`src/rtl/lock_sequencer.sv`:
```
// Combination-lock sequencer: keypad entry, code check with failed-attempt lockout,
// auto-relock timer and two-pass code change. All outputs are registered.
module lock_sequencer #(
  parameter int unsigned CLK_HZ       = 5000000,
  parameter int unsigned UNLOCK_SEC   = 5,
  parameter int unsigned ERR_SEC      = 2,
  parameter int unsigned LOCKOUT_SEC  = 30,
  parameter int unsigned MAX_FAIL     = 3,
  parameter logic [15:0] DEFAULT_CODE = 16'h1234
) (
  input  logic        clock,
  input  logic        reset,
  input  logic        newKey,
  input  logic [4:0]  keyCode,
  input  logic        switch,
  output logic        unlock,
  output logic        eLED,
  output logic [15:0] dispVal,
  output logic [3:0]  radixVal
);

  localparam int unsigned   PW           = (CLK_HZ > 1) ? $clog2(CLK_HZ) : 1;
  localparam logic [PW-1:0] PRESC_MAX    = PW'(CLK_HZ - 1);
  localparam logic [7:0]    UNLOCK_LAST  = 8'(UNLOCK_SEC - 1);
  localparam logic [7:0]    ERR_LAST     = 8'(ERR_SEC - 1);
  localparam logic [7:0]    LOCKOUT_LAST = 8'(LOCKOUT_SEC - 1);
  localparam logic [7:0]    LOCKOUT_TOP  = 8'(LOCKOUT_SEC);
  localparam logic [2:0]    FAIL_LIMIT   = 3'(MAX_FAIL);

  typedef enum logic [2:0] {
    S_LOCKED,
    S_CHECK,
    S_UNLOCKED,
    S_NEW1,
    S_NEW2,
    S_ERROR,
    S_LOCKOUT
  } state_t;

  state_t        state_q, state_d;
  logic [15:0]   entry_q, entry_d;
  logic [2:0]    cnt_q, cnt_d;
  logic [15:0]   code_q, code_d;
  logic [15:0]   cand_q, cand_d;
  logic [2:0]    fail_q, fail_d;
  logic [PW-1:0] presc_q, presc_d;
  logic [7:0]    sec_q, sec_d;
  logic          err_ret_q, err_ret_d;
  logic          unlock_q, unlock_d;
  logic          eled_q, eled_d;
  logic [15:0]   disp_q, disp_d;
  logic [3:0]    radix_q, radix_d;

  logic          is_digit, is_star, is_hash, is_chg;
  logic          sec_tick;
  logic [2:0]    fail_next;
  logic [3:0]    cnt_mask;

  always_comb begin
    is_digit  = newKey && (keyCode <= 5'd9);
    is_star   = newKey && (keyCode == 5'h0A);
    is_hash   = newKey && (keyCode == 5'h0B);
    is_chg    = newKey && (keyCode == 5'h0C);
    sec_tick  = (presc_q == PRESC_MAX);
    fail_next = fail_q + 3'd1;

    state_d   = state_q;
    entry_d   = entry_q;
    cnt_d     = cnt_q;
    code_d    = code_q;
    cand_d    = cand_q;
    fail_d    = fail_q;
    err_ret_d = err_ret_q;

    if (sec_tick) begin
      presc_d = '0;
      sec_d   = sec_q + 8'd1;
    end else begin
      presc_d = presc_q + PW'(1);
      sec_d   = sec_q;
    end

    if (state_q == S_LOCKED || state_q == S_NEW1 || state_q == S_NEW2) begin
      if (is_digit && (cnt_q < 3'd4)) begin
        entry_d = {entry_q[11:0], keyCode[3:0]};
        cnt_d   = cnt_q + 3'd1;
      end else if (is_star) begin
        entry_d = '0;
        cnt_d   = '0;
      end
    end

    unique case (state_q)
      S_LOCKED: begin
        presc_d = '0;
        sec_d   = '0;
        if (is_hash) begin
          if (cnt_q == 3'd4) begin
            state_d = S_CHECK;
          end else begin
            fail_d    = fail_next;
            err_ret_d = 1'b0;
            state_d   = (fail_next >= FAIL_LIMIT) ? S_LOCKOUT : S_ERROR;
          end
        end
      end
      S_CHECK: begin
        presc_d = '0;
        sec_d   = '0;
        if (entry_q == code_q) begin
          fail_d  = '0;
          state_d = S_UNLOCKED;
        end else begin
          fail_d    = fail_next;
          err_ret_d = 1'b0;
          state_d   = (fail_next >= FAIL_LIMIT) ? S_LOCKOUT : S_ERROR;
        end
      end
      S_UNLOCKED: begin
        // An open door holds the relock timer at zero, so it restarts on each close.
        if (!switch) begin
          presc_d = '0;
          sec_d   = '0;
        end
        if (is_chg) begin
          state_d = S_NEW1;
        end else if (switch && sec_tick && (sec_q == UNLOCK_LAST)) begin
          state_d = S_LOCKED;
        end
      end
      S_NEW1: begin
        presc_d = '0;
        sec_d   = '0;
        if (is_chg) begin
          state_d = S_UNLOCKED;
        end else if (is_hash) begin
          if (cnt_q == 3'd4) begin
            cand_d  = entry_q;
            state_d = S_NEW2;
          end else begin
            err_ret_d = 1'b1;
            state_d   = S_ERROR;
          end
        end
      end
      S_NEW2: begin
        presc_d = '0;
        sec_d   = '0;
        if (is_chg) begin
          state_d = S_UNLOCKED;
        end else if (is_hash) begin
          if ((cnt_q == 3'd4) && (entry_q == cand_q)) begin
            code_d  = entry_q;
            state_d = S_UNLOCKED;
          end else begin
            err_ret_d = 1'b1;
            state_d   = S_ERROR;
          end
        end
      end
      S_ERROR: begin
        if (sec_tick && (sec_q == ERR_LAST)) begin
          state_d = err_ret_q ? S_UNLOCKED : S_LOCKED;
        end
      end
      S_LOCKOUT: begin
        if (sec_tick && (sec_q == LOCKOUT_LAST)) begin
          fail_d  = '0;
          state_d = S_LOCKED;
        end
      end
      default: state_d = S_LOCKED;
    endcase

    // Every state change restarts the prescaler; only LOCKED->CHECK keeps the entry.
    if (state_d != state_q) begin
      presc_d = '0;
      sec_d   = '0;
      if (!(state_q == S_LOCKED && state_d == S_CHECK)) begin
        entry_d = '0;
        cnt_d   = '0;
      end
    end
  end

  always_comb begin
    unique case (cnt_d)
      3'd0:    cnt_mask = 4'b0000;
      3'd1:    cnt_mask = 4'b0001;
      3'd2:    cnt_mask = 4'b0011;
      3'd3:    cnt_mask = 4'b0111;
      default: cnt_mask = 4'b1111;
    endcase

    unlock_d = (state_d == S_UNLOCKED) || (state_d == S_NEW1) || (state_d == S_NEW2) ||
               ((state_d == S_ERROR) && err_ret_d);
    eled_d   = (state_d == S_ERROR) || (state_d == S_LOCKOUT);

    unique case (state_d)
      S_UNLOCKED: begin
        disp_d  = '0;
        radix_d = '1;
      end
      S_ERROR: begin
        disp_d  = 16'hEEEE;
        radix_d = '0;
      end
      S_LOCKOUT: begin
        disp_d  = {8'hEE, LOCKOUT_TOP - sec_d};
        radix_d = '0;
      end
      default: begin
        disp_d  = entry_d;
        radix_d = cnt_mask;
      end
    endcase
  end

  always_ff @(posedge clock or posedge reset) begin
    if (reset) begin
      state_q   <= S_LOCKED;
      entry_q   <= '0;
      cnt_q     <= '0;
      code_q    <= DEFAULT_CODE;
      cand_q    <= '0;
      fail_q    <= '0;
      presc_q   <= '0;
      sec_q     <= '0;
      err_ret_q <= 1'b0;
      unlock_q  <= 1'b0;
      eled_q    <= 1'b0;
      disp_q    <= '0;
      radix_q   <= '0;
    end else begin
      state_q   <= state_d;
      entry_q   <= entry_d;
      cnt_q     <= cnt_d;
      code_q    <= code_d;
      cand_q    <= cand_d;
      fail_q    <= fail_d;
      presc_q   <= presc_d;
      sec_q     <= sec_d;
      err_ret_q <= err_ret_d;
      unlock_q  <= unlock_d;
      eled_q    <= eled_d;
      disp_q    <= disp_d;
      radix_q   <= radix_d;
    end
  end

  assign unlock   = unlock_q;
  assign eLED     = eled_q;
  assign dispVal  = disp_q;
  assign radixVal = radix_q;

endmodule

```
`config.mk`:
```
export PLATFORM = sky130hd
export DESIGN_NAME = lock_sequencer
export DESIGN_NICKNAME = d
export VERILOG_FILES = /design/src/rtl/lock_sequencer.sv
export SDC_FILE = /design/constraint.sdc
export NUM_CORES = 1
export LEC_CHECK = 0
export ABC_AREA = 1
export CAP_MARGIN = 0
export CELL_PAD_IN_SITES_DETAIL_PLACEMENT = 1
export CELL_PAD_IN_SITES_GLOBAL_PLACEMENT = 1
export CORE_MARGIN = 4
export CORE_UTILIZATION = 47
export CTS_BUF_LIST = sky130_fd_sc_hd__clkbuf_2 sky130_fd_sc_hd__clkbuf_4 sky130_fd_sc_hd__clkbuf_8
export CTS_CLUSTER_DIAMETER = 60
export DETAILED_ROUTE_END_ITERATION = 7
export PLACE_DENSITY = 0.92
export SYNTH_ARGS = -nofsm -noshare
export SYNTH_HDL_FRONTEND = slang
export SYNTH_SLANG_ARGS = --single-unit
```
`constraint.sdc`:
```
create_clock -name clock -period 5.1 [get_ports clock]
set_input_delay 1.02 -clock clock [delete_from_list [all_inputs] [get_ports clock]]
set_output_delay 1.02 -clock clock [all_outputs]
set_load 0.005 [all_outputs]
```
* Yosys cells after proc, flatten, opt, wreduce, memory -nomap -nowiden
Index checks and enable logic that the tools add are counted.
** Word-level totals
- Logic and storage cells :: 129
- Register bits after elaboration :: 111
- Input bits :: 9
- Output and inout bits :: 22
** Cells by class
- Reductions and logical operators :: 26
- Add/subtract/negate cells :: 5
- Magnitude comparators :: 3
- Bitwise gates (word level) :: 1
- Multiplexer cells :: 52
- Equal/unequal tests :: 29
** Operators by type and width (number)
- 16-bit 2-to-1 mux :: 5
- 23-bit 2-to-1 mux :: 3
- 3-bit 2-to-1 mux :: 21
- 16-bit case mux with 3 select lines :: 1
- 23-bit case mux with 2 select lines :: 1
- 16-bit equality test :: 2
- 8-bit 2-to-1 mux :: 3
- 23-bit by 1-bit adder with 23-bit output (second input constant) :: 1
- 23-bit equality test (second input constant) :: 1
- 3-bit equality test (second input constant) :: 7
- 3-bit case mux with 7 select lines :: 1
- 3-bit by 2-bit equality test with 1-bit output (second input constant) :: 6
- 4-bit case mux with 4 select lines :: 1
- 8-bit case mux with 2 select lines :: 1
- 5-bit by 4-bit equality test with 1-bit output (second input constant) :: 3
- 1-bit logical AND :: 12
- 4-bit AND reduction :: 3
- 1-bit 2-to-1 mux :: 10
- 3-bit by 1-bit equality test with 1-bit output (second input constant) :: 3
- 3-bit case mux with 3 select lines :: 1
- 8-bit by 1-bit adder with 8-bit output (second input constant) :: 1
- 8-bit by 1-bit equality test with 1-bit output (second input constant) :: 1
- 8-bit by 3-bit equality test with 1-bit output (second input constant) :: 1
- 8-bit by 5-bit equality test with 1-bit output (second input constant) :: 1
- 16 further kinds :: 26

* Logic depth before layout (Yosys ltp)
- Depth in word-level cells :: 13
- Gate-level depth with buffers :: 24
- Gate-level depth less buffers :: 23

* Worst setup path before layout
OpenSTA, ideal clock, no wires.
- Kind :: input -> register
- Start :: input keyCode[2]
- End :: register disp_q[6], in the netlist dispVal[6]
- Arrival :: 3.155 ns
- Setup time :: 0.119 ns
- Stages on the path :: 23
- Path slack :: 1.826 ns
- Path buffers :: 1
- Data required time :: 4.981 ns
- Path through :: inv_1 -> nand3_1 -> inv_1 -> nand2_1 -> nand2_1 -> nand2_1 -> a21oi_1 -> nand3_1 -> nor2_2 -> nand2_2 -> nand2_2 -> nand2_4 -> nor2_8 -> nand2_4 -> buf_6 -> nor2_1 -> ha_1 -> o21ai_0 -> nand3b_1 -> nand2_1 -> nand2_1 -> nand3_1 -> nand2_1
** On the way
- Elaborated cells between the ends (all ways) :: 30
- Those cells by class :: add/sub (1); order compare (1); eq/ne (8); mux (14); reduce/logical (6)
** RTL lines
- start: declaration :: RTL line 14 : input logic [4:0] keyCode,
- 5-bit by 4-bit equality test with 1-bit output :: RTL line 62 : is_hash = newKey && (keyCode == 5'h0B);
- 1-bit logical AND :: RTL line 62
- 3-bit 2-to-1 mux, on equally long branches :: RTL line 151, 136
- 3-bit 2-to-1 mux, on equally long branches :: RTL line 149, 134
- 3-bit case mux with 7 select lines * :: RTL line 93 : unique case (state_q)
- via state_d[1] :: RTL line 40 : state_t state_q, state_d;
- 3-bit inequality test * :: RTL line 176 : if (state_d != state_q) begin
- 8-bit 2-to-1 mux * :: RTL line 176
- via sec_d[0] :: RTL line 47 : logic [7:0] sec_q, sec_d;
- 5-bit by 8-bit subtractor with 8-bit output * :: RTL line 209 : disp_d = {8'hEE, LOCKOUT_TOP - sec_d};
- 16-bit case mux with 3 select lines * :: RTL line 199 : unique case (state_d)
- via disp_d[6] :: RTL line 51 : logic [15:0] disp_q, disp_d;
- end signal: assignment :: RTL line 246 : disp_q <= disp_d;
- end: declaration :: RTL line 51
Mark *: on every way through the listed nets, which the timed path passes. The rest lies on a longest branch.
A chain may end at the register's enable or synchronous reset.

* Final worst setup path
Ends and elaborated chain as after synthesis.

==> out/summary.txt <==
xor/xnor share of the synthesized area -> 0.03820
highest clock rate -> 259.0 MHz
clock root buffer -> clkbuf_8
CTS tree -> yes
RSZ-0062 raised after global routing -> false
clock buffer depth -> 2
Final setup viols -> 0
synthesis-to-finish area growth -> 10.88%
Worst EP arrival -> 4.15 ns
origin of the worst setup path -> keyCode[2]
I/O Buffers -> 30
Core ar. -> 12770 sq um
Max VDD drop -> 225.5 uV
Synth Area in Adders -> 0.01819
vias in the first global route -> 5944
fin nets -> 859
Post-Syn Area -> 6190 sq um
max-slew violations -> 0
CP endpoint -> dispVal[6]$_DFF_PP0_
Worst R2R Start -> presc_q[0]$_DFF_PP0_
Min-Delay Path Class -> reg -> reg
Post-CTS Setup Inserts -> 0
Fin Clk Skew -> 0.01353 ns
pin count of the biggest net entering global routing -> 60
setup TNS -> 0 ns
max_slew headroom -> 0.2500
Hold Buf Count CTS -> 0
CTS H-tree lvls -> 3
Placed Area -> 6659 sq um
drt wl/cell -> 17.52 microns
gr ovfl total -> 0
Reg-to-Reg End -> dispVal[6]$_DFF_PP0_
via/cell ratio -> 5.375
fin crit share -> 0.7570
# rows -> 41
Tightest Pin Transition -> 1.122 ns
leak pwr -> 0.003324 uW
Synth Warn # -> 0
die area -> 15070 sq um
GP Congestion -> 0.8958
dpl hpwl -> 13940 microns
number of antenna violations at the first check in global routing -> 0
I/O Pins -> 31
largest family of logic cells by synthesized area -> simple AND/OR/NAND/NOR gates
worst hold path startpoint -> presc_q[0]$_DFF_PP0_
register area share after synthesis -> 0.4498
synthesized flop and latch total -> 111
Cell Pwr Density -> 406.5 nW/um^2
clk slew on worst S/H paths -> 0.11 ns
total CTS buffers -> 9
Tot GR Track Use -> 0.2530
worst-path maximum fanout -> 11
PostCTS Resize Cnt -> 0
drt pass-1 iters -> 4
top cell type's share of synthesized area -> 0.4285
layout cells sized above 1 -> 0.08865
die width -> 122.8 microns
WL final -> 17830 microns
later-pin clock latency in the skew report -> 0.40 ns
Synth Area in Compound Gates -> 0.09420
library cells used by synthesis -> 45
DIE HEIGHT -> 122.8 microns
syn_area_per_cell -> 7.651 sq um
ANT nets after route -> 0
Mapped Cells -> 809
Initial Utilization -> 0.4846
Critical Path Source Type -> input pin
flop-to-flop setup slack -> 1.75 ns
first-pass GRT wire length -> 29550 microns
Synth area leader -> dfrtp_1
DR vias -> 5472
R2R depth -> 22
CP Class -> in -> reg
Hold Vio Cnt, Final -> 0
simple-gate area share of the yosys netlist -> 0.3030
Final Cell Area -> 6863 sq um
n_diodes -> 0
clk sinks -> 111
min Tclk post-route -> 3.861 ns
drt initial violations -> 272
Area contributors post-synth -> dfrtp_1, nand2_1, inv_1
maxcap violations -> 0
mux cell area share after synthesis -> 0
status -> finished, final reports clean
DR DRC count -> 0
CP required -> 5.39 ns
Syn Nets -> 827
endpoint class of the critical path -> flop
## synthesized netlist by cell type, drive strengths merged
master	instances
nand3b	4
nand3	45
dfstp	5
o21bai	1
a22o	1
o21a	1
o311ai	1
clkinv	3
nor4	2
xor2	17
nor2	100
nand4	12
a211oi	2
clkbuf	8
nor3	29
dfrtp	106
a211o	1
inv	138
ha	9
nand2	207
a21oi	18
o22ai	16
or4	1
nor3b	1
o211ai	1
or2	1
xnor2	10
o21ai	63
and3	1
a21boi	1
a31oi	1
buf	3
## cells in the final DEF, fill, tap and decap left out, drive strengths merged, types with 2 or more instances in the layout
master / n
o21ai: 63
inv: 141
ha: 9
buf: 2
nand4: 12
clkinv: 4
nor2: 100
a211oi: 2
dfrtp: 106
nand3: 45
clkinvlp: 2
o22ai: 16
clkbuf: 9
dfstp: 5
clkdlybuf4s50: 30
nand2: 207
nor3: 29
a21oi: 18
nand3b: 4
nor4: 2
xor2: 17
xnor2: 10
## cell type report
| class | instances | area (sq um) |
|---|---|---|
| Clock buffer | 9 | 123.9 |
| Clock inverter | 7 | 80.08 |
| Fill cell | 1638 | 5911 |
| Inverter | 141 | 536.8 |
| Multi-Input combinational cell | 546 | 2808 |
| Sequential cell | 111 | 2784 |
| Tap cell | 172 | 215.2 |
| Timing Repair Buffer | 32 | 315.3 |
## how the worst min path moves through the flow
stage | end | cells after the start
final | presc_q[0]$_DFF_PP0_ | 1
after global routing | presc_q[0]$_DFF_PP0_ | 1
after CTS | presc_q[0]$_DFF_PP0_ | 1
after detailed placement | presc_q[0]$_DFF_PP0_ | 1
after global placement | presc_q[0]$_DFF_PP0_ | 1
after floorplan | presc_q[0]$_DFF_PP0_ | 1
## state kept, by name, indices dropped and copies added (netlist names)
name       cells
eLED           1
fail_q         3
radixVal       4
cnt_q          3
unlock         1
err_ret_q      1
state_q        3
code_q        16
entry_q       16
cand_q        16
sec_q          8
dispVal       16
presc_q       23
## cell families (layout without fill, tap and decap cells)
group	after synthesis	count (layout)
xor gates and xnor gates	27	27
AOI/OAI and AO/OA	107	107
and+or+nand+nor	403	403
adders and majority gates	9	9
DFF	111	111
buffers and inverters	152	189
## critical path, cell delays in order
cell and delay [ns]:
clkdlybuf4s50_1 0.44, inv_1 0.10, nand3_1 0.10, inv_1 0.07
nand2_1 0.16, nand2_1 0.13, nand2_1 0.08, a21oi_1 0.15
nand3_1 0.12, nor2_2 0.14, nand2_2 0.09, nand2_2 0.08
nand2_4 0.06, nor2_8 0.15, nand2_4 0.16, nor2_1 0.25
ha_1 0.27, o21ai_0 0.12, nand3b_1 0.22, nand2_1 0.07
nand2_1 0.04, nand3_1 0.07, nand2_1 0.07
## per-stage QoR
step	std cells	utilization	worst slack [ns]	total power, uW	hold slack, ns
3_5_place_dp	1002	0.5213	0.8339	2231	0.4666
5_1_grt	1018	0.5373	0.9598	2959	0.5035
6_report	1018	0.5373	1.239	2790	0.4781
3_3_place_gp	1002	0.5213	1.144	2166	0.4455
2_1_floorplan	809	-	1.158	1870	0.4351
4_1_cts	1018	0.5373	1.234	2808	0.4810
## power breakdown
part / total, uW / switching, uW / internal, uW
Sequential: 1040 / 58.1 / 981
Combinational: 1180 / 828 / 356
Clock: 567 / 333 / 233
Total: 2790 / 1220 / 1570
## layer usage
metal  wire length (microns)  GRT usage
met1                    7415     0.2983
met2                    9282     0.4506
met3                     512    0.05115
met4                     621    0.09867
met5                       0          0
No activity file was read; power rests on OpenSTA's default activity.
